## src/rtl/shift_seq_ctrl_pkg.sv

```systemverilog
// Shared FSM encoding and legal parameter ranges for the shift sequencer.
package shctrl_pkg;

    typedef logic [1:0] state_t;

    localparam state_t ST_IDLE  = 2'd0;
    localparam state_t ST_SHIFT = 2'd1;
    localparam state_t ST_DONE  = 2'd2;

    localparam int WIDTH_MAX = 16;
    localparam int DIV_MAX   = 255;

endpackage

```

## src/rtl/shift_seq_ctrl_if.sv

```systemverilog
// Start/ready/done handshake plus serial drive pins between loader, sequencer and shift register.
interface shift_seq_ctrl_if #(
    parameter int WIDTH = 4,
    parameter int CW    = $clog2(WIDTH + 1)
);
    logic             start;
    logic [WIDTH-1:0] din;
    logic             ready;
    logic             busy;
    logic             sh_en;
    logic             ser_out;
    logic [CW-1:0]    bit_cnt;
    logic             done;

    modport master (
        output start, din,
        input  ready, busy, sh_en, ser_out, bit_cnt, done
    );

    modport slave (
        input  start, din,
        output ready, busy, sh_en, ser_out, bit_cnt, done
    );
endinterface

```

## src/rtl/shift_seq_ctrl_tick_div.sv

```systemverilog
// Bit-period divider: counts enabled cycles while running and flags the last one of each period.
module shctrl_tick_div #(
    parameter int DIV = 2
) (
    input  logic clk,
    input  logic reset,
    input  logic clk_en,
    input  logic clear,
    input  logic run,
    output logic tick
);
    localparam int            DW   = (DIV > 1) ? $clog2(DIV) : 1;
    localparam logic [DW-1:0] LAST = DW'(DIV - 1);

    logic [DW-1:0] div_cnt;

    // tick is combinational here; the sequencer registers it into sh_en
    assign tick = run && (div_cnt == LAST);

    always_ff @(posedge clk) begin
        if (!reset) begin
            div_cnt <= '0;
        end else if (clk_en) begin
            if (clear) begin
                div_cnt <= '0;
            end else if (run) begin
                div_cnt <= tick ? '0 : div_cnt + DW'(1);
            end
        end
    end
endmodule

```

## src/rtl/shift_seq_ctrl.sv

```systemverilog
// Serializes a parallel word into a serial-in shift register at a programmable bit rate.
// Build option: define SHCTRL_MSB_FIRST_EN for MSB-first ordering (default LSB first).
module shift_seq_ctrl
    import shctrl_pkg::*;
#(
    parameter int WIDTH = 4,
    parameter int DIV   = 2
) (
    input  logic clk,
    input  logic reset,
    input  logic clk_en,
    shift_seq_ctrl_if.slave bus
);
    localparam int CW = $clog2(WIDTH + 1);

    if (WIDTH < 1 || WIDTH > WIDTH_MAX) begin : g_bad_width
        $error("shift_seq_ctrl: WIDTH out of legal range");
    end
    if (DIV < 1 || DIV > DIV_MAX) begin : g_bad_div
        $error("shift_seq_ctrl: DIV out of legal range");
    end

    state_t           state;
    logic [WIDTH-1:0] hold;
    logic [CW-1:0]    bit_cnt;
    logic             ready;
    logic             busy;
    logic             sh_en;
    logic             ser_out;
    logic             done;
    logic             tick;

    function automatic logic sel_bit(input logic [WIDTH-1:0] w, input logic [CW-1:0] idx);
        int               pos;
        logic [WIDTH-1:0] t;
`ifdef SHCTRL_MSB_FIRST_EN
        pos = WIDTH - 1 - int'(idx);
`else
        pos = int'(idx);
`endif
        if (pos < 0 || pos >= WIDTH) begin
            return 1'b0;
        end
        t = w >> pos;
        return t[0];
    endfunction

    shctrl_tick_div #(.DIV(DIV)) u_tick_div (
        .clk    (clk),
        .reset  (reset),
        .clk_en (clk_en),
        .clear  (state == ST_IDLE),
        .run    (state == ST_SHIFT),
        .tick   (tick)
    );

    always_ff @(posedge clk) begin
        if (!reset) begin
            state   <= ST_IDLE;
            hold    <= '0;
            bit_cnt <= '0;
            ready   <= 1'b1;
            busy    <= 1'b0;
            sh_en   <= 1'b0;
            ser_out <= 1'b0;
            done    <= 1'b0;
        end else if (clk_en) begin
            case (state)
                ST_IDLE: begin
                    if (bus.start) begin
                        hold    <= bus.din;
                        bit_cnt <= '0;
                        ser_out <= sel_bit(bus.din, '0);
                        ready   <= 1'b0;
                        busy    <= 1'b1;
                        state   <= ST_SHIFT;
                    end
                end
                ST_SHIFT: begin
                    if (sh_en && (bit_cnt == CW'(WIDTH - 1))) begin
                        // last strobe consumed: suppress any coincident tick (DIV=1)
                        bit_cnt <= CW'(WIDTH);
                        sh_en   <= 1'b0;
                        ser_out <= 1'b0;
                        busy    <= 1'b0;
                        done    <= 1'b1;
                        state   <= ST_DONE;
                    end else begin
                        if (sh_en) begin
                            bit_cnt <= bit_cnt + CW'(1);
                            ser_out <= sel_bit(hold, bit_cnt + CW'(1));
                        end
                        sh_en <= tick;
                    end
                end
                ST_DONE: begin
                    done  <= 1'b0;
                    ready <= 1'b1;
                    state <= ST_IDLE;
                end
                default: begin
                    sh_en <= 1'b0;
                    done  <= 1'b0;
                    busy  <= 1'b0;
                    ready <= 1'b1;
                    state <= ST_IDLE;
                end
            endcase
        end
    end

    assign bus.ready   = ready;
    assign bus.busy    = busy;
    assign bus.sh_en   = sh_en;
    assign bus.ser_out = ser_out;
    assign bus.bit_cnt = bit_cnt;
    assign bus.done    = done;
endmodule
```

## src/flat_wrapper.sv

```systemverilog
// flat-port wrapper written by rule: the top's interface ports become plain ports
module shift_seq_ctrl_flat import shctrl_pkg::*;
#(
    parameter int WIDTH = 4,
    parameter int DIV   = 2
)
  (clk, reset, clk_en, bus_start, bus_din, bus_ready, bus_busy, bus_sh_en, bus_ser_out, bus_bit_cnt, bus_done);
  shift_seq_ctrl_if #(.WIDTH(WIDTH)) bus_i ();
  input  logic clk;
  input  logic reset;
  input  logic clk_en;
  input wire logic [$bits(bus_i.start)-1:0] bus_start;
  input wire logic [$bits(bus_i.din)-1:0] bus_din;
  output wire logic [$bits(bus_i.ready)-1:0] bus_ready;
  output wire logic [$bits(bus_i.busy)-1:0] bus_busy;
  output wire logic [$bits(bus_i.sh_en)-1:0] bus_sh_en;
  output wire logic [$bits(bus_i.ser_out)-1:0] bus_ser_out;
  output wire logic [$bits(bus_i.bit_cnt)-1:0] bus_bit_cnt;
  output wire logic [$bits(bus_i.done)-1:0] bus_done;
  assign bus_i.start = bus_start;
  assign bus_i.din = bus_din;
  assign bus_ready = bus_i.ready;
  assign bus_busy = bus_i.busy;
  assign bus_sh_en = bus_i.sh_en;
  assign bus_ser_out = bus_i.ser_out;
  assign bus_bit_cnt = bus_i.bit_cnt;
  assign bus_done = bus_i.done;
  shift_seq_ctrl #(.WIDTH(WIDTH), .DIV(DIV)) u_core (.clk(clk), .reset(reset), .clk_en(clk_en), .bus(bus_i));
endmodule
```

## config.mk

```make
export PLATFORM = sky130hd
export DESIGN_NAME = shift_seq_ctrl_flat
export DESIGN_NICKNAME = d
export VERILOG_FILES = /design/src/rtl/shift_seq_ctrl_pkg.sv /design/src/rtl/shift_seq_ctrl_if.sv /design/src/rtl/shift_seq_ctrl_tick_div.sv /design/src/rtl/shift_seq_ctrl.sv /design/src/flat_wrapper.sv
export SDC_FILE = /design/constraint.sdc
export NUM_CORES = 1
export LEC_CHECK = 0
export CAP_MARGIN = 20
export CORE_MARGIN = 2
export CORE_UTILIZATION = 50
export CTS_BUF_LIST = sky130_fd_sc_hd__clkbuf_8
export CTS_CLUSTER_DIAMETER = 50
export DETAILED_ROUTE_END_ITERATION = 6
export PLACE_DENSITY = 0.79
export SLEW_MARGIN = 25
export SYNTH_ARGS = -nofsm -noshare
export SYNTH_HDL_FRONTEND = slang
export SYNTH_SLANG_ARGS = --single-unit
```

## constraint.sdc

```tcl
create_clock -name clk -period 1.84 [get_ports clk]
set_input_delay 0.368 -clock clk [delete_from_list [all_inputs] [get_ports clk]]
set_output_delay 0.368 -clock clk [all_outputs]
set_load 0.05 [all_outputs]
```

==> flow_summary.toml, run 1 <==
[power_and_ir_drop]
p_leak_nw = 0.3525
total_power_mw = 0.7282
ir_drop_uv = 609.5
power_density_mw_per_mm2 = 790.7

[sta]
fin_crit_ns = 1.762
drv_slew = 0
slew_headroom_pct = 66.73
setup_slack_ns = 0.07782
clock_skew_ns = 0.001785
fin_crit_sh_pct = 95.77
max_clock_freq_mhz = 567.5
setup_tns_ns = 0
setup_viol = 0
grt_setup_unrepaired = "false"
hold_violations = 0
worst_pin_slew_ns = 0.4975

[worst_setup_path]
start_kind = "flop"
crit_required_ns = 1.47
critPathMaxFanout = 2
end_kind = "primary output"
crit_type = "reg -> out"
critPathMaxStageDelay_ns = 0.81
crit_arrival_ns = 1.39
worstPathCellList = "clkdlybuf4s50_1"
cp_top_family = "buffers and inverters"
crit_slowest_cell = "clkdlybuf4s50_1"
crit_buf_inv = 1

[route]
dr.pass1.iters = 6
route.detailed.drc = 0
vias = 555
drt-wirelength-per-cell_microns = 14.26
wl_microns = 1483
ant_nets = 0
drt_iter0_drc = 17
via_per_inst = 5.337

[final_layout]
layout.nets = 100
syn_to_final_growth_pct = 28.90
n_fill_cell = 104
final_area_sq_um = 920.9
regArea_sq_um = 300.3
n_antenna_cell = 0
multi_input_area_sq_um = 395.4
final_cell_count_no_fill = 104
drive_gt1_share_pct = 15.73

[cts]
cts.path.max_buffers = 2
clkSinkCount = 15
cts_inserted_buffers = 3
h-tree-depth = 1
cts_hold_buf = 0
root_buffer = "clkbuf_8"
cts_tree = "yes"
post_cts_buffers = 0
clkTransAtPathRegs_ns = 0.06
cts-resized-gates = 0
worstSkewPairLatency_ns = 0.25

[synthesis]
yosys.area.top_type = "dfxtp_1"
syn_avg_cell_area_sq_um = 10.21
yosys_warnings = 0
ys_seq_elements = 15
synth_cell_types = 27
synth_area_sq_um = 714.4
yosysTopAreaCellShare_pct = 42.03
async_flop_share_pct = 0
syn-instance-count = 70
synthFlopType = "dfxtp_1"
yosysSeqAreaShare_pct = 42.03
syn-num-nets = 80
synth_edf_count = 0
synth_area_leaders = "dfxtp_1 42%, mux2i_1 9.8%, nor2b_1 7.9%"

[floorplan]
die_w_microns = 41.80
die-area_sq_mm = 0.001747
pin_count = 16
core_area_sq_mm = 0.001318
start_util_pct = 54.23
rows = 13
die_y_microns = 41.80

[global_route]
grt_pass1_vias = 592
track_usage_pct = 20.07
grt_max_degree = 14
gr-total-overflow = 0
antenna_found_initial = 0
grt_first_pass_wirelength_microns = 2594

[job]
maxCapViolations = 0

[placed_design]
dp_cells = 100
dp_slack_ns = 0.1554
dp_hpwl_microns = 1102
place.gp.congestion = 0.7216
io_buffers = 15
post_dp_cell_area_sq_um = 874.6

[worst_hold_path]
hp-class = "reg -> reg"

[outcome]
status = "complete, no violations"
power by group:
part           internal, mW  switching (mW)  total [mW]
clock network         0.150           0.116       0.266
logic                0.0528          0.0607       0.114
registers             0.339         0.00994       0.349
total                 0.542           0.186       0.728
flip-flops by register name, summed over array words and instances, names as in the netlist:
signal / flops
u_core.state: 2
u_core.bus.sh_en: 1
u_core.hold: 4
u_core.bus.busy: 1
u_core.bus.done: 1
u_core.bus.ser_out: 1
u_core.bus.ready: 1
u_core.u_tick_div.div_cnt: 1
u_core.bus.bit_cnt: 3
cell usage after synthesis, types with 2 or more instances:
library cell / instances
inv_1: 4
nand2b_1: 2
ha_1: 2
mux2i_1: 7
nand2b_4: 2
nand2_1: 4
nor2b_1: 9
o21ai_0: 2
dfxtp_1: 15
a21boi_0: 2
and2_1: 2
a21oi_1: 3
o21a_1: 2
layout by cell type, fill, tap and decap left out, types with 2 or more instances in the layout:
| master | count |
|---|---|
| dfxtp_1 | 15 |
| nand2b_1 | 2 |
| o21ai_0 | 2 |
| nand2_1 | 4 |
| clkbuf_8 | 3 |
| mux2i_1 | 7 |
| o21a_1 | 2 |
| a21boi_0 | 2 |
| a21oi_1 | 3 |
| ha_1 | 2 |
| and2_1 | 2 |
| nand2b_4 | 2 |
| clkdlybuf4s50_1 | 10 |
| nor2b_1 | 9 |
| inv_1 | 4 |
| buf_4 | 6 |
through the flow:
stage / hold slack [ns] / util [%]
final: 0.4773 / 69.90
after global routing: 0.5096 / 69.90
after floorplan: 0.4736 / -
after detailed placement: 0.4719 / 66.38
after CTS: 0.4798 / 69.90
after global placement: 0.4418 / 66.38
layout make-up:
class	count	area share (%)
clock buffer	3	4.484
clock inverter	1	0.5435
inverter	4	1.630
multi-input combinational	50	42.93
sequential	15	32.61
tap	15	2.038
timing repair buffer	16	15.76
per-layer routing:
layer / global-route usage [%] / wire [microns] / share of wire, % / vias up
met5: 0 / 0 / 0 / -
li1: - / - / - / 278
met3: 6.957 / 79 / 5.3 / 4
met4: 12.26 / 29 / 2.0 / 0
met2: 31.25 / 704 / 47 / 17
met1: 23.45 / 670 / 45 / 256
path summary, 6_finish.rpt:
kind | from | to | slack [ns] | cells past startpoint
worst min-delay path | u_core.bus.done | u_core.bus.done | 0.48 | 2
worst max register to register | u_core.bus.bit_cnt[0] | u_core.bus.ser_out | 0.27 | 4
worst max-delay path | u_core.bus.done | bus_done | 0.08 | 1
worst min register to register | u_core.bus.done | u_core.bus.done | 0.48 | 2
kinds of logic after synthesis:
logic type	after synthesis	share of synthesized area [%]
AOI/OAI and AO/OA	15	14.89
adders and majority gates	2	3.502
buffers and inverters	5	2.626
DFF	15	42.03
muxes	8	13.49
and+or+nand+nor	25	23.46
(Power assumes the default switching activity.)
==> inputs of run 2 (changes only) <==
--- a/config.mk
+++ b/config.mk
@@ -5,7 +5,6 @@
 export SDC_FILE = /design/constraint.sdc
 export NUM_CORES = 1
 export LEC_CHECK = 0
-export CAP_MARGIN = 20
 export CORE_MARGIN = 2
 export CORE_UTILIZATION = 50
 export CTS_BUF_LIST = sky130_fd_sc_hd__clkbuf_8
==> results of run 2 <==
The final DEF is identical to that of run 1; final timing and power are the same.
==> inputs of run 3 (changes only) <==
--- a/config.mk
+++ b/config.mk
@@ -9,6 +9,7 @@
 export CORE_UTILIZATION = 50
 export CTS_BUF_LIST = sky130_fd_sc_hd__clkbuf_8
 export CTS_CLUSTER_DIAMETER = 50
+export CTS_CLUSTER_SIZE = 10
 export DETAILED_ROUTE_END_ITERATION = 6
 export PLACE_DENSITY = 0.79
 export SLEW_MARGIN = 25
==> results of run 3 <==
The final DEF is identical to that of run 1; final timing and power are the same.
